==> config.mk <==
export PLATFORM = sky130hd
export DESIGN_NAME = sram_arbiter
export DESIGN_NICKNAME = d
export VERILOG_FILES = /design/src/rtl/sram_arbiter.sv
export SDC_FILE = /design/constraint.sdc
export NUM_CORES = 1
export LEC_CHECK = 0
export CORE_MARGIN = 5
export CORE_UTILIZATION = 30
export DETAILED_ROUTE_END_ITERATION = 6
export PLACE_DENSITY = 0.66
export SETUP_SLACK_MARGIN = 0.05
export SYNTH_ARGS = -nofsm -noshare
export SYNTH_HDL_FRONTEND = slang
export SYNTH_SLANG_ARGS = --single-unit
==> constraint.sdc <==
create_clock -name clk -period 5.1 [get_ports clk]
set_clock_uncertainty 0.15 [all_clocks]
set_input_delay 1.02 -clock clk [delete_from_list [all_inputs] [get_ports clk]]
set_output_delay 1.02 -clock clk [all_outputs]
set_load 0.02 [all_outputs]
==> src/rtl/sram_arbiter.sv <==
`default_nettype none
// ============================================================================
// Module   : sram_arbiter
// Brief    : Shares one external asynchronous SRAM between the VGA scan-out
//            reader (read-only, priority) and the text renderer (read/write).
//            Sequences each access as IDLE -> SETUP -> ACCESS x N -> RECOVER,
//            owns the data-bus direction and bounds renderer starvation.
//            Optional grant statistics are compiled in with the macro
//            SRAM_ARB_STATS_EN.
// Revision : 1.0 - initial release
// ============================================================================
module sram_arbiter #(
    parameter int ADDR_W        = 20,
    parameter int DATA_W        = 32,
    parameter int ACCESS_CYCLES = 2,
    parameter int MAX_STARVE    = 4
) (
    input  logic              clk,
    input  logic              rst,
    // VGA scan-out port (read-only)
    input  logic              vga_req,
    input  logic [ADDR_W-1:0] vga_addr,
    output logic              vga_ack,
    output logic [DATA_W-1:0] vga_rdata,
    output logic              vga_rvalid,
    // Renderer port (read/write)
    input  logic              rnd_req,
    input  logic              rnd_we,
    input  logic [ADDR_W-1:0] rnd_addr,
    input  logic [DATA_W-1:0] rnd_wdata,
    output logic              rnd_ack,
    output logic [DATA_W-1:0] rnd_rdata,
    output logic              rnd_rvalid,
    // SRAM pins
    output logic [ADDR_W-1:0] sram_addr,
    output logic [DATA_W-1:0] sram_dout,
    input  logic [DATA_W-1:0] sram_din,
    output logic              sram_dq_oe,
    output logic              sram_ce_n,
    output logic              sram_oe_n,
    output logic              sram_we_n
`ifdef SRAM_ARB_STATS_EN
    ,
    output logic [31:0]       stat_vga_grants,
    output logic [31:0]       stat_rnd_grants,
    output logic [15:0]       stat_forced
`endif
);

    // ACCESS-phase counter only needs to reach ACCESS_CYCLES-1; keep it at
    // least one bit wide so a single-cycle access still elaborates.
    localparam int CNT_W = (ACCESS_CYCLES > 1) ? $clog2(ACCESS_CYCLES) : 1;
    localparam logic [CNT_W-1:0] CNT_LAST = CNT_W'(ACCESS_CYCLES - 1);

    // Starvation counter saturates at MAX_STARVE.
    localparam int STV_W = (MAX_STARVE > 0) ? $clog2(MAX_STARVE + 1) : 1;
    localparam logic [STV_W-1:0] STV_MAX = STV_W'(MAX_STARVE);

    typedef enum logic [1:0] {
        IDLE    = 2'd0,
        SETUP   = 2'd1,
        ACCESS  = 2'd2,
        RECOVER = 2'd3
    } state_t;

    state_t             r_state;
    state_t             w_next;

    logic [CNT_W-1:0]   r_cnt;
    logic [STV_W-1:0]   r_starve;
    logic               r_we;       // latched direction of the access in flight
    logic               r_owner;    // 0 = VGA, 1 = renderer
    logic [ADDR_W-1:0]  r_addr;
    logic [DATA_W-1:0]  r_wdata;
    logic [DATA_W-1:0]  r_vga_rdata;
    logic [DATA_W-1:0]  r_rnd_rdata;

    logic               w_grant_vga;
    logic               w_grant_rnd;
    logic               w_forced;
    logic               w_busy;
    logic               w_last_access;

    assign w_busy        = (r_state != IDLE);
    assign w_last_access = (r_state == ACCESS) && (r_cnt == CNT_LAST);

    // State register; reset aborts any access in flight immediately.
    always_ff @(posedge clk or posedge rst) begin
        if (rst) begin
            r_state <= IDLE;
        end else begin
            r_state <= w_next;
        end
    end

    // Next-state logic and IDLE-cycle arbitration (starved renderer, then VGA, then renderer).
    always_comb begin
        w_next      = r_state;
        w_grant_vga = 1'b0;
        w_grant_rnd = 1'b0;
        w_forced    = 1'b0;
        case (r_state)
            IDLE: begin
                if ((r_starve == STV_MAX) && rnd_req) begin
                    w_grant_rnd = 1'b1;
                    w_forced    = 1'b1;
                end else if (vga_req) begin
                    w_grant_vga = 1'b1;
                end else if (rnd_req) begin
                    w_grant_rnd = 1'b1;
                end
                if (w_grant_vga || w_grant_rnd) begin
                    w_next = SETUP;
                end
            end
            SETUP: begin
                w_next = ACCESS;
            end
            ACCESS: begin
                if (r_cnt == CNT_LAST) begin
                    w_next = RECOVER;
                end
            end
            RECOVER: begin
                w_next = IDLE;
            end
            default: begin
                w_next = IDLE;
            end
        endcase
    end

    // Latch the granted request so the requester is free to move on after ack.
    always_ff @(posedge clk or posedge rst) begin
        if (rst) begin
            r_we    <= 1'b0;
            r_owner <= 1'b0;
            r_addr  <= '0;
            r_wdata <= '0;
        end else if (w_grant_vga) begin
            r_we    <= 1'b0;
            r_owner <= 1'b0;
            r_addr  <= vga_addr;
        end else if (w_grant_rnd) begin
            r_we    <= rnd_we;
            r_owner <= 1'b1;
            r_addr  <= rnd_addr;
            r_wdata <= rnd_wdata;
        end
    end

    // Count strobe-active cycles; restarted in SETUP so every access is the same length.
    always_ff @(posedge clk or posedge rst) begin
        if (rst) begin
            r_cnt <= '0;
        end else if (r_state == ACCESS) begin
            r_cnt <= r_cnt + CNT_W'(1);
        end else begin
            r_cnt <= '0;
        end
    end

    // Starvation counter: bumps when VGA wins over a waiting renderer, clears on renderer grant.
    always_ff @(posedge clk or posedge rst) begin
        if (rst) begin
            r_starve <= '0;
        end else if (w_grant_rnd) begin
            r_starve <= '0;
        end else if (w_grant_vga && rnd_req && (r_starve != STV_MAX)) begin
            r_starve <= r_starve + STV_W'(1);
        end
    end

    // Capture read data at the end of the strobe window into the owner's return register.
    always_ff @(posedge clk or posedge rst) begin
        if (rst) begin
            r_vga_rdata <= '0;
            r_rnd_rdata <= '0;
        end else if (w_last_access && !r_we) begin
            if (r_owner) begin
                r_rnd_rdata <= sram_din;
            end else begin
                r_vga_rdata <= sram_din;
            end
        end
    end

`ifdef SRAM_ARB_STATS_EN
    logic [31:0] r_stat_vga;
    logic [31:0] r_stat_rnd;
    logic [15:0] r_stat_forced;

    // Free-running wrapping grant counters for performance monitoring.
    always_ff @(posedge clk or posedge rst) begin
        if (rst) begin
            r_stat_vga    <= '0;
            r_stat_rnd    <= '0;
            r_stat_forced <= '0;
        end else begin
            if (w_grant_vga) begin
                r_stat_vga <= r_stat_vga + 32'd1;
            end
            if (w_grant_rnd) begin
                r_stat_rnd <= r_stat_rnd + 32'd1;
            end
            if (w_forced) begin
                r_stat_forced <= r_stat_forced + 16'd1;
            end
        end
    end

    assign stat_vga_grants = r_stat_vga;
    assign stat_rnd_grants = r_stat_rnd;
    assign stat_forced     = r_stat_forced;
`endif

    // Acks are only possible in IDLE because grants are only decoded there.
    assign vga_ack    = w_grant_vga;
    assign rnd_ack    = w_grant_rnd;

    // Return data is presented during RECOVER of a read, to the owning port only.
    assign vga_rdata  = r_vga_rdata;
    assign rnd_rdata  = r_rnd_rdata;
    assign vga_rvalid = (r_state == RECOVER) && !r_we && !r_owner;
    assign rnd_rvalid = (r_state == RECOVER) && !r_we &&  r_owner;

    // Pin decode straight from the state register: everything returns inactive
    // the moment the asynchronous reset clears the state.
    // Output enable and bus drive are mutually exclusive because both depend
    // on the latched direction r_we.
    assign sram_addr  = r_addr;
    assign sram_dout  = r_wdata;
    assign sram_ce_n  = !w_busy;
    assign sram_oe_n  = !(((r_state == SETUP) || (r_state == ACCESS)) && !r_we);
    assign sram_we_n  = !((r_state == ACCESS) && r_we);
    assign sram_dq_oe = w_busy && r_we;

endmodule
`default_nettype wire
Word-level counts from Yosys, hierarchy flattened --
Index checks and enable logic that the tools add are counted.
Word-level totals: bits in registers 124, bits in latches 0, memory bits (writable) 0, memory bits (read-only) 0, input bits 109, logic and storage cells 67, memories 0
Cells by class: $add $sub $neg 2, $mul 0, div/mod/pow operators 0, magnitude comparators 0, eq/ne operators 7, shift operators 0, muxes and demuxes 21, bitwise gates (word level) 2, reductions and logical operators 26
Operator list (count):
- 2-to-1 mux 20 bit | 2
- 2-to-1 mux 1 bit | 14
- logical AND 1 bit | 11
- one-hot mux 2 bit (4 select lines) | 1
- AND reduction 2 bit | 4
- 2-to-1 mux 3 bit | 2
- nonzero test 2 bit | 3
- zero test 1 bit | 5
- == test 2 bit (second input constant) | 2
- 2-to-1 mux 2 bit | 2
- != test 2 bit (second input constant) | 2
- adder 3 x 1 -> 3 bit (second input constant) | 1
- == test 3 bit (second input constant) | 1
- != test 3 bit (second input constant) | 1
- == test 2 x 1 -> 1 bit (second input constant) | 1
- zero test 2 bit | 1
- logical OR 1 bit | 2
- inverter 1 bit | 2
- adder 1 bit (second input constant) | 1

Depth between registers and ports, before layout --
depth after elaboration 9, gate-level depth with buffers 7, mapped depth without buffers 5

Worst setup path after synthesis --
No wires, ideal clock.
path type input to output, start point in rnd_req, end point out vga_ack, data arrival time 1.793 ns, required time 3.930 ns, slack 2.137 ns, cell stages on the path 4, path through and3_1 > or2_1 > clkbuf_1 > inv_1
Between the ends: word-level cells in the longest chain between the ends 4
Ends and longest elaborated chain:
- start, declared | line 27 | input logic rnd_req,
- logical AND 1 bit | line 104 | if ((r_starve == STV_MAX) && rnd_req) begin
- 2-to-1 mux 1 bit | line 104
- 2-to-1 mux 1 bit (2 in a row) | line 102 | case (r_state)
- end, declared | line 23 | output logic vga_ack,
Every way passes these cells. The select of a mux whose other input is x is not followed.

Worst setup path after layout --
Ends and elaborated chain as after synthesis.

==> out/results.ini <==
[sta]
hold_ws_ps=324
period_needed_ps=4230
setup_tns_ps=0
finalCritPeriodShare_pct=83.0
drv_slew=0
rsz0062_at_grt=no
setup_violations=0
final_hold_viol_count=0
relSlewSlack_pct=31.3
worstMarginPinSlew_ps=1030
timing.fmax_ghz=0.236

[drt]
routedWlPerCell_um=16.9
vias=3814
vias_per_cell=4.54
ant_nets=0
drt_iter0_drc=101
wl_um=14200
drc=0
first_pass_iters=4

[layout]
syn2layout_area_growth_pct=61.1
final_cell_mix=clkdlybuf4s50_1 (232), dfrtp_1 (124), mux2_2 (46)
layout.nets=717
antenna_cells=0
fill_cells=1470
drive_gt1_share_pct=18.5
layout_commonest_cell=clkdlybuf4s50_1
final_util_pct=48.8

[grt]
grt_pass1_wl_um=22700
grt_pass1_vias=4255
antenna_found_initial=0
grt_usage_pct=14.3
grt_max_degree=74
grt_overflow_total=0

[clocking]
cts_max_path_buffers=2
cts-htree-levels=4
cts_tree=built
cts-root-buf=clkbuf_16
holdBufCountCts=0
clock_sinks=124
cts_buffers=17
post-cts-setup-buffers=0
path_clk_slew_ps=50
clk_latency_ps=400
cts_resized=0

[power]
leakage_uw=0.00357
peakVddDrop_v=0.000287
powerDensity_mw_per_mm2=684

[worst_setup_path]
crit_path_end_kind=output port
arrival_ps=3060
required_ps=3930
path_max_fanout=21
path_class=in -> out
start_kind=input pin

[synthesis]
synth_edf_count=0
ys_warn_count=0
ys_seq_area_share_pct=59.8
syn_avg_cell_area_um2=14.2
ys.flop_type=dfrtp_1
syn_nets=479
async_flop_share_pct=100
ys_types=33
syn-cell-area_mm2=0.00519
synthCells=364
synth_seq_cells=124

[floorplan]
fp.dieH_um=141
io_pins=233
die-area_mm2=0.0200
initial_core_util_pct=30.3
fp-row-count=48
core_area_mm2=0.0171
die_w_um=141

[placement]
globalplace.congestion=0.895
hpwlAfterDp_um=10600
portBuffers=232

[hold_path]
hold_path.class=reg -> reg

[status]
status=finished clean

[job]
cap_violations=0

## logic make-up after synthesis
logic type      Yosys count  synth area share [%]
flops                   124                  59.8
fa+ha+maj                 6                  1.45
mux                      97                  23.0
simple gates             41                  4.08
buf+inv                  46                  4.46
compound gates           50                  7.17
## per-stage QoR
step           total power [µW]  cell area, µm²  setup WS (ps)  std cells
2_1_floorplan              3140            5190            631        364
3_3_place_gp               4420            7730            925        808
3_5_place_dp               4480            7730            891        808
4_1_cts                    5790            8360            876        840
5_1_grt                    6000            8360            745        840
6_report                   5710            8360            866        840
## path summary, 6_finish.rpt
kind / startpoint / end / slack, ps / cells after the start
max in group asynchronous: rst / rnd_rdata[16] / 2930 / 3
worst min-delay path: r_cnt / r_cnt / 320 / 1
min in group asynchronous: rst / rnd_rdata[20] / 1030 / 2
worst max register to register: r_state[0] / rnd_rdata[11] / 2340 / 5
worst min register to register: r_cnt / r_cnt / 320 / 1
worst max-delay path: rnd_req / vga_ack / 870 / 5
## metal layers
metal	GRT usage, %	share of wire [%]	wire, µm
met1	16.4	40	5600
met2	24.4	50	7100
met3	5.59	8.5	1210
met4	5.30	1.9	264
met5	0	0	0
## state kept, by name (all words and copies together) (netlist names)
| signal | count |
|---|---|
| r_we | 1 |
| r_owner | 1 |
| sram_dout | 32 |
| sram_addr | 20 |
| r_state | 2 |
| r_starve | 3 |
| rnd_rdata | 32 |
| vga_rdata | 32 |
| r_cnt | 1 |
## layout make-up
type	instances	area, µm²	area share (%)
inverter	26	100	1.20
clock inverter	11	165	1.98
multi-input combinational	194	1860	22.2
sequential	124	3100	37.1
timing repair buffer	239	2390	28.6
clock buffer	21	460	5.51
tap	225	282	3.37
## worst max-delay path: stages
cell             delay [ps]
clkdlybuf4s50_1         600
and3_1                  660
or2_1                   210
inv_1                    40
clkdlybuf4s50_1         530
## Yosys cell counts (2+ instances only)
library cell	count	area, µm²
inv_1	26	97.6
mux2_4	27	405
o211ai_1	40	300
nand2_1	24	90.1
mux2_1	24	270
o21ai_0	4	20.0
nor3b_1	3	22.5
dfrtp_1	124	3100
buf_2	6	30.0
a21o_1	2	15.0
nor2b_1	2	12.5
clkbuf_1	10	37.5
ha_1	6	75.1
mux2_2	46	518
buf_12	2	40.0
## power breakdown
part | internal (µW) | switching, µW
sequential | 1480 | 280
combinational | 1410 | 1270
clock | 843 | 430
No activity file was read; power rests on OpenSTA's default activity.
==> RTL edit 1 (same settings) <==
The parameter `MAX_STARVE` goes from 4 to 2.
--- a/src/rtl/sram_arbiter.sv
+++ b/src/rtl/sram_arbiter.sv
@@ -14,5 +14,5 @@
     parameter int DATA_W        = 32,
     parameter int ACCESS_CYCLES = 2,
-    parameter int MAX_STARVE    = 4
+    parameter int MAX_STARVE    = 2
 ) (
     input  logic              clk,
Behaviour: same outputs for any inputs over 10 cycles, from zero or initial values and one cycle with rst high; that may be too few to reach the edited logic, so the function may still have changed.
==> RTL edit 1 against the unedited design <==
Fmax up 8.6%; cell area down 2.4%; non-clock buffer count down 3; core utilization up 0.52 points; final cell count down 1.9%; highest routed layer unchanged; area after synthesis down 3.0%; setup slack better by 340 ps; largest cell class unchanged; routed wire length down 6.4%; combinational power down 4%; register-to-register slack better by 410 ps; critical path depth down 1; power down 3.7%; sequential cell count down 1.
==> RTL edit 1: results (changes against the unedited design) <==
\begin{tabular}{lr}
\hline
Metric & Value \\
\hline
\multicolumn{2}{l}{\textbf{STA}} \\
\quad Worst Max-Slew Pin Slew & 1220 ps (+192 ps) \\
\multicolumn{2}{l}{\textbf{Yosys}} \\
\quad Unique cell type count in the Yosys netlist & 29 (-12\%) \\
\quad Sequential element share of the synthesized area & 61.2\% (+1.4 points) \\
\quad Instance count of the mapped netlist & 358 (-1.6\%) \\
\quad Net count after synthesis & 472 (-1.5\%) \\
\quad Top cells by area, synth & sky130\_fd\_sc\_hd\_\_dfrtp\_1 (61\%), sky130\_fd\_sc\_hd\_\_mux2\_2 (11\%), sky130\_fd\_sc\_hd\_\_mux2\_1 (11\%) \\
\multicolumn{2}{l}{\textbf{Global routing}} \\
\quad Global-route met3 utilization & 5.21\% (-0.38 points) \\
\quad Met1 Track Usage GR & 16.4\% (+0.021 points) \\
\quad Met2 global-route usage & 22.5\% (-1.9 points) \\
\quad GRT Overall Usage & 13.8\% (-0.54 points) \\
\quad Vias in the first global route & 3937 (-7.5\%) \\
\multicolumn{2}{l}{\textbf{Place}} \\
\quad RePlAce Congestion & 0.793 (-11\%) \\
\quad Cell area after placement & 7550 µm² (-2.3\%) \\
\multicolumn{2}{l}{\textbf{Setup path}} \\
\quad CP max stage delay & 630 ps (-30 ps) \\
\quad Critical Path Fanout Max & 42 (+100\%) \\
\quad Crit path launch & vga\_req \\
\quad Slowest-stage cell, CP & sky130\_fd\_sc\_hd\_\_clkdlybuf4s50\_1 \\
\multicolumn{2}{l}{\textbf{Power and ir drop}} \\
\quad Leakage & 3.34 nW (-6.5\%) \\
\quad Switching part of the total power & 35.2\% (+0.53 points) \\
\quad Logic power comb & 2.56 mW (-4\%) \\
\quad Peak supply drop & 306 µV (+6.5\%) \\
\multicolumn{2}{l}{\textbf{Detailed routing}} \\
\quad Via-per-instance ratio & 4.50 (-1.0\%) \\
\quad Post-DR wirelength/cell & 16.1 µm (-4.6\%) \\
\quad Total length of routed met3 wires & 1.05 mm (-13\%) \\
\multicolumn{2}{l}{\textbf{Status}} \\
\quad Outcome & completed \\
\multicolumn{2}{l}{\textbf{Final layout}} \\
\quad Nets & 705 (-1.7\%) \\
\quad Share of layout cells above drive strength 1 & 15.1\% (-3.5 points) \\
\quad Finished Layout Cells & 824 (-1.9\%) \\
\multicolumn{2}{l}{\textbf{Hold path}} \\
\quad Launch point of the worst hold path & vga\_rdata[2]\$\_DFFE\_PP0P\_ \\
\hline
\end{tabular}
## RTL edit 1: cell count changes after synthesis, sizes merged, moves of 2 or more
cell	change
o21ai	+20
clkbuf	-2
buf	+4
nor2b	-2
a31oi	+20
nor2	+23
nor3	-2
inv	-21
o211ai	-40
a21o	-2
or3b	+20
nand2	-19
## RTL edit 1: layout make-up
| type | count | area (µm²) |
|---|---|---|
| sequential | 123 | 3080 |
| timing repair buffer | 236 | 2360 |
| clock buffer | 21 | 460 |
| multi-input combinational | 208 | 1810 |
| tap | 220 | 275 |
| clock inverter | 11 | 143 |
| fill | 1440 | 8370 |
| inverter | 5 | 21.3 |
## RTL edit 1: kinds of logic (layout without fill, tap and decap cells)
kind of cell	after synthesis	count (layout)	share of synthesized area, %
DFF	123	123	61.2
muxes	97	97	21.7
AOI/OAI and AO/OA	47	47	5.40
and+or+nand+nor	59	59	7.34
adders and majority gates	5	5	1.24
buffers and inverters	27	273	3.11
==> RTL edit 2 (same flow settings) <==
Without the edit above. Re-encode `state_t` (4 states) as one-hot, 4 bits wide.
--- a/src/rtl/sram_arbiter.sv
+++ b/src/rtl/sram_arbiter.sv
@@ -57,9 +57,9 @@
     localparam logic [STV_W-1:0] STV_MAX = STV_W'(MAX_STARVE);
 
-    typedef enum logic [1:0] {
-        IDLE    = 2'd0,
-        SETUP   = 2'd1,
-        ACCESS  = 2'd2,
-        RECOVER = 2'd3
+    typedef enum logic [3:0] {
+        IDLE    = 4'b0001,
+        SETUP   = 4'b0010,
+        ACCESS  = 4'b0100,
+        RECOVER = 4'b1000
     } state_t;
 
Behaviour: same outputs for any inputs over 4 cycles, from zero or initial values and one cycle with rst high; so few cycles prove little.
==> RTL edit 2 against the unedited design <==
Combinational power decreased by 32%; area after synthesis increased by 0.63%; power decreased by 20%; sequential cell count increased by 2; critical path depth unchanged; cell area decreased by 1.1%; routed wire length decreased by 1.6%; non-clock buffer count decreased by 5; setup slack improved by 400 ps; die area increased by 0.59%; highest routed layer unchanged.
==> RTL edit 2: results (changes against the unedited design) <==
\begin{tabular}{lr}
\hline
Metric & Value \\
\hline
\multicolumn{2}{l}{\textbf{Global routing}} \\
\quad Vias in the first global route & 4265 (+0.24\%) \\
\quad GRT Overall Usage & 14.3\% (-0.082 points) \\
\quad Largest net degree at the start of global routing & 72 (-2.7\%) \\
\quad First-pass GRT wire length & 22.6 mm (-0.30\%) \\
\multicolumn{2}{l}{\textbf{Detailed routing}} \\
\quad Via count of the routed design & 3759 (-1.4\%) \\
\quad Number of violations reported at the end of detailed-routing iteration 0 & 106 (+5.0\%) \\
\quad Post-DR wirelength/cell & 16.6 µm (-1.8\%) \\
\multicolumn{2}{l}{\textbf{Setup path}} \\
\quad Slack of the worst reg-to-reg path & 2420 ps (+80 ps) \\
\quad Worst r2r src & r\_state[0]\$\_DFFE\_PP1P\_ \\
\quad R2R depth & 4 (-1) \\
\quad Crit path launch & vga\_req \\
\quad Arrival time at the worst endpoint & 2660 ps (-400 ps) \\
\quad CP max stage delay & 630 ps (-30 ps) \\
\quad Slowest-stage cell, CP & sky130\_fd\_sc\_hd\_\_clkdlybuf4s50\_1 \\
\multicolumn{2}{l}{\textbf{Power and ir drop}} \\
\quad Leakage & 3.52 nW (-1.5\%) \\
\multicolumn{2}{l}{\textbf{Clocking}} \\
\quad CTS clk-pin slew, worst paths & 50 ps (about the same) \\
\multicolumn{2}{l}{\textbf{Final layout}} \\
\quad Finished Layout Cells & 841 (+0.12\%) \\
\quad Share of layout cells above drive strength 1 & 20.9\% (+2.4 points) \\
\quad Nets & 716 (-0.14\%) \\
\multicolumn{2}{l}{\textbf{Status}} \\
\quad Outcome & completed \\
\multicolumn{2}{l}{\textbf{Yosys}} \\
\quad Net count after synthesis & 483 (+0.84\%) \\
\quad Leading cell types by count after synthesis & sky130\_fd\_sc\_hd\_\_dfrtp\_1 (125), sky130\_fd\_sc\_hd\_\_mux2\_2 (64), sky130\_fd\_sc\_hd\_\_nand2\_1 (45), sky130\_fd\_sc\_hd\_\_mux2\_4 (28), sky130\_fd\_sc\_hd\_\_nor2\_1 (23) \\
\quad Top cells by area, synth & sky130\_fd\_sc\_hd\_\_dfrtp\_1 (60\%), sky130\_fd\_sc\_hd\_\_mux2\_2 (14\%), sky130\_fd\_sc\_hd\_\_mux2\_4 (8.1\%) \\
\quad Average cell area after synthesis & 14.0 µm² (-1.5\%) \\
\quad Sequential element share of the synthesized area & 60.4\% (+0.61 points) \\
\quad Unique cell type count in the Yosys netlist & 38 (+15\%) \\
\multicolumn{2}{l}{\textbf{Place}} \\
\quad Number of placed cells counting well taps & 811 (+0.37\%) \\
\quad RePlAce Congestion & 0.774 (-14\%) \\
\quad Pre-CTS setup slack & 1260 ps (+367 ps) \\
\quad Final HPWL from detailed placement & 10.2 mm (-3.2\%) \\
\multicolumn{2}{l}{\textbf{STA}} \\
\quad Max\_slew headroom & 16.8\% (-14 points) \\
\quad Portion of the clock cycle consumed by the worst path in the final layout & 75.2\% (-7.9 points) \\
\hline
\end{tabular}
-- RTL edit 2: cell types whose count changed in the layout (fill, tap and decap cells not counted), sizes merged, moves of 3 or more --
cell    delta
nor2      +22
o211ai    -39
buf        -5
nand2     +20
ha         -4
inv       -20
clkinv     -3
a31oi     +20
nand3      +3
clkbuf     +3
-- RTL edit 2: logic make-up after synthesis --
kind of cell	count (synthesis)	synth area share, %
adder cells (fa/ha/maj)	2	0.479
flip-flops	126	60.4
buffers and inverters	27	3.48
AND/OR/NAND/NOR	87	8.51
multiplexers	97	22.9
AO/OA/AOI/OAI	32	4.00
XOR/XNOR	1	0.168
-- RTL edit 2: where the power goes --
group	switching [mW]	total (mW)	internal, mW
Sequential	0.210	1.54	1.33
Clock	0.418	1.17	0.752
Combinational	0.861	1.83	0.972
-- RTL edit 2: how the worst min path moves through the flow --
stage / to / cells past startpoint / from / slack [ps]
2_1_floorplan: r_cnt$_DFF_PP0_ / 1 / r_cnt$_DFF_PP0_ / 280
3_3_place_gp: r_cnt$_DFF_PP0_ / 1 / r_cnt$_DFF_PP0_ / 300
3_5_place_dp: r_cnt$_DFF_PP0_ / 1 / r_cnt$_DFF_PP0_ / 300
4_1_cts: r_cnt$_DFF_PP0_ / 1 / r_cnt$_DFF_PP0_ / 310
5_1_grt: r_cnt$_DFF_PP0_ / 1 / r_cnt$_DFF_PP0_ / 320
6_report: r_cnt$_DFF_PP0_ / 1 / r_cnt$_DFF_PP0_ / 320
-- RTL edit 2: critical path: cells and delay by family --
family                 cells  cell delay (ps)
and+or+nand+nor            1               80
AOI/OAI and AO/OA          1              300
buffers and inverters      3             1250
-- RTL edit 2: cell type report --
cell class              count  area (µm²)
fillers                  1519        8910
flip-flops and latches    126        3150
repair buffers            234        2350
multi-input cells         219        1880
clock buffers              24         482
well taps                 225         282
clock inverters             6        85.1
inverters                   7        28.8
-- RTL edit 2: metrics by stage --
step	util [%]	hold slack [ps]	cell area (µm²)
6_report	48.1	315	8260
4_1_cts	48.1	314	8260
3_3_place_gp	44.8	299	7700
3_5_place_dp	44.8	303	7700
5_1_grt	48.1	321	8260
2_1_floorplan	-	276	5220
-- RTL edit 2: layer usage --
| layer | part of all wire (%) | global-route usage (%) |
|---|---|---|
| met4 | 1.5 | 5.35 |
| met1 | 39 | 16.3 |
| met2 | 51 | 24.3 |
| met3 | 8.1 | 5.39 |
| met5 | 0 | 0 |
